File: src/rtl/delayslot_resolver_pkg.sv
// Decode-stage shared types for the delay-slot resolver.
//   ds_lane_t  : one decoded lane as seen by the delay-slot logic
//   ds_state_e : resolver FSM states
package delayslot_resolver_pkg;

   localparam int DS_ADDR_W = 32;

   typedef struct packed {
      logic                 valid;
      logic                 cf;
      logic                 likely;
      logic                 taken;
      logic [DS_ADDR_W-1:0] target;
   } ds_lane_t;

   typedef enum logic [1:0] {
      IDLE,
      WAIT_DS,
      REDIRECT
   } ds_state_e;

endpackage

File: src/rtl/delayslot_resolver_scan.sv
// delayslot_scan: combinational in-order lane scan for one decode group.
// Inputs : lane_valid/cf/likely/taken/target per lane, p_in (a branch from an
//          earlier group still owes its slot) and that owner's fields.
// Outputs: resolved/nullify/kill masks, end-of-group pending flag and owner
//          fields, and taken_found (a taken branch's slot was in this group).
module delayslot_scan #(
   parameter int N_ISSUE    = 2,
   parameter int ADDR_WIDTH = 32
) (
   input  logic [N_ISSUE-1:0]                 lane_valid,
   input  logic [N_ISSUE-1:0]                 lane_cf,
   input  logic [N_ISSUE-1:0]                 lane_likely,
   input  logic [N_ISSUE-1:0]                 lane_taken,
   input  logic [N_ISSUE-1:0][ADDR_WIDTH-1:0] lane_target,
   input  logic                               p_in,
   input  logic                               own_taken_in,
   input  logic                               own_likely_in,
   input  logic [ADDR_WIDTH-1:0]              own_target_in,
   output logic [N_ISSUE-1:0]                 resolved,
   output logic [N_ISSUE-1:0]                 nullify,
   output logic [N_ISSUE-1:0]                 kill,
   output logic                               p_out,
   output logic                               own_taken_out,
   output logic                               own_likely_out,
   output logic [ADDR_WIDTH-1:0]              own_target_out,
   output logic                               taken_found
);

   always_comb begin
      resolved       = '0;
      nullify        = '0;
      kill           = '0;
      taken_found    = 1'b0;
      p_out          = p_in;
      own_taken_out  = own_taken_in;
      own_likely_out = own_likely_in;
      own_target_out = own_target_in;
      for (int i = 0; i < N_ISSUE; i++) begin
         // Once a taken branch's slot has gone by, everything behind it is wrong-path.
         if (taken_found) begin
            kill[i] = 1'b1;
         end else if (lane_valid[i]) begin
            if (p_out) begin
               // A cf lane sitting in a slot never opens a new wait.
               resolved[i] = 1'b1;
               nullify[i]  = own_likely_out & ~own_taken_out;
               taken_found = own_taken_out;
               p_out       = 1'b0;
            end else if (lane_cf[i]) begin
               p_out          = 1'b1;
               own_taken_out  = lane_taken[i];
               own_likely_out = lane_likely[i];
               own_target_out = lane_target[i];
            end
         end
      end
   end

endmodule

File: src/rtl/delayslot_resolver.sv
// delayslot_resolver: pairs branches with their delay slots across issue
// groups, annuls not-taken likely slots, squashes wrong-path lanes and
// requests a fetch redirect with a valid/ready handshake.
// Ports: clk/rst (sync, active-high), flush, stall, per-lane valid/cf/likely/
//        taken/target in; accept, resolved_delayslot/nullify/kill masks
//        (valid only in the fire cycle), redirect_valid/target/ready,
//        wait_delayslot (FSM in WAIT_DS).
module delayslot_resolver
   import delayslot_resolver_pkg::*;
#(
   parameter int N_ISSUE        = 2,
   parameter int ADDR_WIDTH     = 32,
   parameter bit SUPPORT_LIKELY = 1'b1
) (
   input  logic                               clk,
   input  logic                               rst,
   input  logic                               flush,
   input  logic                               stall,
   input  logic [N_ISSUE-1:0]                 lane_valid,
   input  logic [N_ISSUE-1:0]                 lane_cf,
   input  logic [N_ISSUE-1:0]                 lane_likely,
   input  logic [N_ISSUE-1:0]                 lane_taken,
   input  logic [N_ISSUE-1:0][ADDR_WIDTH-1:0] lane_target,
   output logic                               accept,
   output logic [N_ISSUE-1:0]                 resolved_delayslot,
   output logic [N_ISSUE-1:0]                 nullify,
   output logic [N_ISSUE-1:0]                 kill,
   output logic                               redirect_valid,
   output logic [ADDR_WIDTH-1:0]              redirect_target,
   input  logic                               redirect_ready,
   output logic                               wait_delayslot
);

   ds_state_e             state_q, state_d;
   logic                  w_taken_q, w_taken_d;
   logic                  w_likely_q, w_likely_d;
   logic [ADDR_WIDTH-1:0] w_target_q, w_target_d;
   logic [ADDR_WIDTH-1:0] redirect_target_q, redirect_target_d;

   logic                  fire;
   logic [N_ISSUE-1:0]    likely_eff;
   logic [N_ISSUE-1:0]    scan_resolved, scan_nullify, scan_kill;
   logic                  scan_p, scan_own_taken, scan_own_likely, scan_taken_found;
   logic [ADDR_WIDTH-1:0] scan_own_target;

   assign accept         = (state_q != REDIRECT);
   assign redirect_valid = (state_q == REDIRECT);
   assign wait_delayslot = (state_q == WAIT_DS);
   assign redirect_target = redirect_target_q;

   assign fire       = lane_valid[0] & accept & ~stall & ~flush;
   // Without likely support the likely bits never reach the scan or the latch.
   assign likely_eff = SUPPORT_LIKELY ? lane_likely : '0;

   delayslot_scan #(
      .N_ISSUE    (N_ISSUE),
      .ADDR_WIDTH (ADDR_WIDTH)
   ) u_scan (
      .lane_valid     (lane_valid),
      .lane_cf        (lane_cf),
      .lane_likely    (likely_eff),
      .lane_taken     (lane_taken),
      .lane_target    (lane_target),
      .p_in           (state_q == WAIT_DS),
      .own_taken_in   (w_taken_q),
      .own_likely_in  (w_likely_q),
      .own_target_in  (w_target_q),
      .resolved       (scan_resolved),
      .nullify        (scan_nullify),
      .kill           (scan_kill),
      .p_out          (scan_p),
      .own_taken_out  (scan_own_taken),
      .own_likely_out (scan_own_likely),
      .own_target_out (scan_own_target),
      .taken_found    (scan_taken_found)
   );

   assign resolved_delayslot = fire ? scan_resolved : '0;
   assign nullify            = fire ? scan_nullify  : '0;
   assign kill               = fire ? scan_kill     : '0;

   always_comb begin
      state_d           = state_q;
      w_taken_d         = w_taken_q;
      w_likely_d        = w_likely_q;
      w_target_d        = w_target_q;
      redirect_target_d = redirect_target_q;
      if (flush) begin
         // Flush drops any pending wait or redirect, even a same-cycle handshake.
         state_d           = IDLE;
         w_taken_d         = 1'b0;
         w_likely_d        = 1'b0;
         w_target_d        = '0;
         redirect_target_d = '0;
      end else if (state_q == REDIRECT) begin
         if (redirect_ready) begin
            state_d           = IDLE;
            redirect_target_d = '0;
         end
      end else if (fire) begin
         w_taken_d  = 1'b0;
         w_likely_d = 1'b0;
         w_target_d = '0;
         if (scan_taken_found) begin
            state_d           = REDIRECT;
            redirect_target_d = scan_own_target;
         end else if (scan_p) begin
            // Branch in the last valid lane: its slot arrives with a later group.
            state_d    = WAIT_DS;
            w_taken_d  = scan_own_taken;
            w_likely_d = scan_own_likely;
            w_target_d = scan_own_target;
         end else begin
            state_d = IDLE;
         end
      end
   end

   always_ff @(posedge clk) begin
      if (rst) begin
         state_q           <= IDLE;
         w_taken_q         <= 1'b0;
         w_likely_q        <= 1'b0;
         w_target_q        <= '0;
         redirect_target_q <= '0;
      end else begin
         state_q           <= state_d;
         w_taken_q         <= w_taken_d;
         w_likely_q        <= w_likely_d;
         w_target_q        <= w_target_d;
         redirect_target_q <= redirect_target_d;
      end
   end

endmodule

File: config.mk
export PLATFORM = sky130hd
export DESIGN_NAME = delayslot_resolver
export DESIGN_NICKNAME = d
export VERILOG_FILES = /design/src/rtl/delayslot_resolver_pkg.sv /design/src/rtl/delayslot_resolver_scan.sv /design/src/rtl/delayslot_resolver.sv
export SDC_FILE = /design/constraint.sdc
export NUM_CORES = 1
export LEC_CHECK = 0
export CORE_UTILIZATION = 25
export CTS_BUF_LIST = sky130_fd_sc_hd__clkbuf_8
export DETAILED_ROUTE_END_ITERATION = 8
export HOLD_SLACK_MARGIN = 0.03
export PLACE_DENSITY_LB_ADDON = 0.3
export SLEW_MARGIN = 15
export SYNTH_ARGS = -nofsm -noshare
export SYNTH_HDL_FRONTEND = slang
export SYNTH_SLANG_ARGS = --single-unit
export TNS_END_PERCENT = 20
File: constraint.sdc
create_clock -name clk -period 2 [get_ports clk]
set_clock_uncertainty 0.1 [all_clocks]
set_input_delay 0.3 -clock clk [delete_from_list [all_inputs] [get_ports clk]]
set_output_delay 0.3 -clock clk [all_outputs]
set_load 0.05 [all_outputs]
==> results.toml, run 1 <==
[yosys]
synth_cells = 304
syn_nets = 381
synthArstFlopShare_pct = 0
synth_edf_count = 0
synth_cell_type_count = 36
ys_seq_area_share_pct = 44.66
synth_warnings = 0
synth_area_per_cell_um2 = 10.03
syn-cell-area_mm2 = 0.003048
ys_seq_elements = 68
synth_ff_type = "dfxtp_1"

[placement]
numPlacedInstances = 572
dp_hpwl_um = 6384
pre_cts_slack_ns = -0.3602
numPortBuffers = 116
gp_congestion = 0.7542

[power_and_ir_drop]
p_comb_share_pct = 14.7
total_leakage_power_nw = 1.949
p_per_area_mw_per_mm2 = 585.6
p_int_mw = 2.228
p_clk_share_pct = 39.1
switching_share_pct = 24.13
pwr-share-seq_pct = 46.2
ir_drop_v = 0.0002945
p_sw_mw = 0.7085

[global_routing]
grt_pass1_vias = 2741
grtUsageTotal_pct = 14.40
antenna_found_initial = 0
grt_pass1_wl_um = 14170
grt_max_degree = 35
overflow = 0

[clock_network]
clock_latency_ns = 0.33
numCtsBuffers = 9
clk_path_buf_depth = 2
htreeDepth = 3
hold_buffers = 0
clk_pin_slew_ns = 0.08
clock-root-buffer = "clkbuf_8"
cts_tree = "done"
clkSinkCount = 68

[timing]
fin_hold_ws_ns = 0.3503
setup_violations = 2
max_freq_ghz = 0.4678
finalMaxSlewViolations = 0
min_period_ns = 2.138
slew_headroom_pct = 64.88
finalCritPeriodShare_pct = 106.9
hold_violations = 0
rsz0062_at_grt = "true"
finalSetupTns_ns = -0.2087
tightest_slew_ns = 0.5252
layout_setup_ws_ns = -0.1377

[floorplan]
core-area_mm2 = 0.01166
die_h_um = 112.4
die_area_mm2 = 0.01264
initial_utilization_pct = 26.13
die_w_um = 112.4
io-pin-count = 118
rows = 39

[drt]
vias = 2751
drc = 0
detail_route.vias_per_cell = 4.639
finalWirelength_um = 8876
drtPass1Iterations = 4
final_antenna_net_count = 0
wl_per_cell_um = 14.97
drtIter0Drc = 114

[setup_path]
worstPathArrival_ns = 1.74
rrSetupSlack_ns = 0.06
worstSetupStartpoint = "state_q[1]"
worstPathRequired_ns = 1.60
endpoint = "nullify[1]"
rr_worst_depth = 7
cp-start-kind = "register"
reg2reg_from = "state_q[1]"
critPathKind = "reg -> out"
cp_max_fo = 4
end_kind = "primary output"
r2r_end = "w_target_q[27]"

[final_layout]
fill_cells = 1144
final_core_util_pct = 43.00
synthToLayoutAreaGrowth_pct = 64.53
diodes = 0
nets = 522
final_cell_mix = "104 x clkdlybuf4s50_1, 66 x dfxtp_1, 39 x nand2_1"
layout-drive-gt1-share_pct = 26.44
final_cells = 593
final_common_cell = "clkdlybuf4s50_1"

[hold_path]
min-delay-start = "w_target_q[11]"
holdCritPathClass = "reg -> reg"

[flow_run]
drv_cap = 0

[run_status]
violations = "setup timing"
outcome = "complete, but fails checks"
==> routing by layer <==
layer / vias up / wire (um) / global-route usage, %
li1: 1391 / - / -
met1: 1275 / 4191 / 18.17
met2: 79 / 4115 / 23.31
met3: 6 / 510 / 4.482
met4: 0 / 58 / 4.800
met5: - / 0 / 0
==> what timing repair did <==
action | in CTS | in global routing
cloned | 0 | 1
buffers inserted | 5 | 0
resized for setup | 8 | 20
pin swaps | 3 | 5
setup endpoints to repair | 5 | 62
==> worst min-delay path by stage <==
stage	endpoint	depth (start not counted)
5_1_grt	w_target_q[24]	2
2_1_floorplan	w_target_q[27]	2
4_1_cts	w_target_q[11]	2
3_5_place_dp	w_target_q[24]	2
6_report	w_target_q[11]	2
3_3_place_gp	w_target_q[2]	2
==> state kept, by name, summed over array words and instances (netlist names) <==
name,count
w_taken_q,1
w_likely_q,1
redirect_target,32
state_q,2
w_target_q,32
==> synthesized netlist by cell type, types with 4 or more instances <==
master / n / share of area, %
clkbuf_1: 9 / 1.1
nor2_1: 4 / 0.49
nor3_1: 4 / 0.66
buf_2: 4 / 0.66
o211ai_1: 4 / 0.99
o21ai_0: 33 / 5.4
buf_6: 7 / 2.6
mux2_2: 29 / 11
mux2i_1: 31 / 10
o2bb2ai_1: 29 / 8.3
dfxtp_1: 68 / 45
nand2_1: 40 / 4.9
a21oi_1: 4 / 0.66
==> critical path: stages, from the launching register on <==
cell	delay (ns)
dfxtp_2	0.33
nand2b_4	0.20
inv_12	0.04
nor2_4	0.11
mux2_4	0.33
nor3b_4	0.23
buf_12	0.16
==> per-stage QoR <==
stage / instance area, um^2 / power (mW)
2_1_floorplan: 3144 / 1.566
6_report: 5015 / 2.937
3_5_place_dp: 4666 / 1.797
5_1_grt: 5015 / 3.094
4_1_cts: 4923 / 2.979
3_3_place_gp: 4666 / 1.794
==> logic make-up (layout without fill, tap and decap cells) <==
logic type,after synthesis,count (layout),synth area share [%]
mux,61,61,21.35
simple gates,65,65,9.565
flops,68,68,44.66
buf+inv,25,171,5.377
compound gates,84,84,18.92
other cells,1,1,0.1230
==> power by group through the flow <==
| stage | Clock [mW] | Sequential, mW | Combinational (mW) |
|---|---|---|---|
| CTS | 1.20 | 1.36 | 0.418 |
| finish | 1.15 | 1.36 | 0.432 |
| floorplan | 0 | 1.39 | 0.176 |
| global route | 1.28 | 1.36 | 0.461 |
| global placement | 0 | 1.39 | 0.405 |
| detailed placement | 0 | 1.39 | 0.408 |
==> final cells by class <==
class                      count  area (um^2)  area share (%)
sequential                    68         1364           27.20
clock buffer                  10        137.6           2.745
multi-input combinational    211         1652           32.93
inverter                       2        20.02          0.3992
clock inverter                 6        63.81           1.272
timing repair buffer         153         1599           31.89
tap                          143        178.9           3.568
Note: power is estimated with default switching activity, not from simulation.
==> run 2: changes to the inputs <==
--- a/config.mk
+++ b/config.mk
@@ -10,6 +10,7 @@
 export DETAILED_ROUTE_END_ITERATION = 8
 export HOLD_SLACK_MARGIN = 0.03
 export PLACE_DENSITY_LB_ADDON = 0.3
+export SKIP_LAST_GASP = 1
 export SLEW_MARGIN = 15
 export SYNTH_ARGS = -nofsm -noshare
 export SYNTH_HDL_FRONTEND = slang
==> run 2 against run 1 <==
  * Count of clock-buffer cells in the layout unchanged
  * Largest cell class unchanged
  * Critical path depth grew 1
  * Register-to-register slack is essentially flat
  * Sequential share of layout area hardly changed
  * First-iteration DRC count down 34%
  * The flow still finishes with violations (setup timing)
  * Clock power barely moved
==> results.toml, run 2 (synthesis results as in run 1) <==
[run_status]
outcome = "complete, but fails checks"
violations = "setup timing"

[timing]
finalCritPeriodShare_pct = 107.6
hold_violations = 0
slew_headroom_pct = 64.88
rsz0062_at_grt = "true"
finalMaxSlewViolations = 0
min_period_ns = 2.153
setup_violations = 3
tightest_slew_ns = 0.5252
max_freq_ghz = 0.4645
layout_setup_ws_ns = -0.1529

[final_layout]
nets = 522
final_cell_mix = "105 x clkdlybuf4s50_1, 66 x dfxtp_1, 39 x nand2_1"
diodes = 0
synthToLayoutAreaGrowth_pct = 64.24
final_common_cell = "clkdlybuf4s50_1"
layout-drive-gt1-share_pct = 26.00
final_core_util_pct = 42.92

[global_routing]
antenna_found_initial = 0
overflow = 0
grtUsageTotal_pct = 14.36
grt_pass1_wl_um = 14140
grt_pass1_vias = 2738
grt_max_degree = 35

[drt]
final_antenna_net_count = 0
drtPass1Iterations = 4
drc = 0
detail_route.vias_per_cell = 4.631
drtIter0Drc = 75
vias = 2746
wl_per_cell_um = 14.99
finalWirelength_um = 8890

[floorplan]
core-area_mm2 = 0.01166
die_w_um = 112.4
initial_utilization_pct = 26.13
rows = 39
die_area_mm2 = 0.01264
die_h_um = 112.4
io-pin-count = 118

[hold_path]
holdCritPathClass = "reg -> reg"

[clock_network]
clock-root-buffer = "clkbuf_8"
clk_path_buf_depth = 2
numCtsBuffers = 9
cts_tree = "done"
clkSinkCount = 68
hold_buffers = 0
clk_pin_slew_ns = 0.07
htreeDepth = 3
clock_latency_ns = 0.33

[placement]
gp_congestion = 0.7542
pre_cts_slack_ns = -0.3602
dp_hpwl_um = 6384
numPortBuffers = 116

[setup_path]
critPathKind = "in -> out"
worstPathArrival_ns = 1.75
worstPathRequired_ns = 1.60
cp_max_fo = 4
cp-start-kind = "input pin"
end_kind = "primary output"

[power_and_ir_drop]
p_per_area_mw_per_mm2 = 586.7
ir_drop_v = 0.0002937
total_leakage_power_nw = 1.942

[flow_run]
drv_cap = 0
## run 2: changes by cell type in the layout (fill, tap and decap cells not counted), sizes merged
cell and change:
dlymetal6s2s -1, clkdlybuf4s50 +1
## run 2: final cells by class
class                   count  area, um^2
fillers                  1148        6656
multi-input cells         211        1645
repair buffers            153        1597
flip-flops and latches     68        1364
well taps                 143       178.9
clock buffers              10       137.6
clock inverters             6       63.81
inverters                   2       20.02
## run 2: worst paths after layout
| path | from | end | slack, ns | depth (start not counted) |
|---|---|---|---|---|
| min reg2reg | w_target_q[2] | w_target_q[2] | 0.35 | 2 |
| max | flush | nullify[1] | -0.15 | 7 |
| min | w_target_q[2] | w_target_q[2] | 0.35 | 2 |
| max reg2reg | state_q[1] | redirect_target[27] | 0.07 | 7 |
## run 2: power by group
part	internal, mW	total [mW]	switching (mW)
logic	0.266	0.433	0.167
clock network	0.607	1.15	0.539
registers	1.36	1.36	0.00162
total	2.23	2.94	0.708
## run 2: worst max-delay path: stages
cell and delay, ns:
clkdlybuf4s50_1 0.46, nor2_2 0.16, nand3_4 0.12, a21oi_2 0.15, and3_4 0.20, nor3b_4 0.21
buf_12 0.16
## run 2: layer usage
layer / vias up / GRT usage (%) / wire [um]
met2: 77 / 23.23 / 4106
met4: 0 / 4.800 / 54
met5: - / 0 / 0
met1: 1272 / 18.14 / 4208
li1: 1391 / - / -
met3: 6 / 4.482 / 521
## run 2: metrics by stage
stage / hold slack, ns / total power, mW / TNS (ns) / instance area [um^2] / cells
detailed placement: 0.3379 / 1.797 / -21.55 / 4666 / 572
global placement: 0.3298 / 1.794 / -18.76 / 4666 / 572
floorplan: 0.3186 / 1.566 / -0.2734 / 3144 / 304
global route: 0.3731 / 3.095 / -0.5493 / 5006 / 593
finish: 0.3507 / 2.937 / -0.2661 / 5006 / 593
CTS: 0.3563 / 2.976 / -0.6898 / 4913 / 593
## run 2: what timing repair did
item	CTS	global route
pin swaps	3	4
gates resized for setup	5	21
endpoints found under the setup margin	5	67
cloned	0	1
setup buffers	5	0
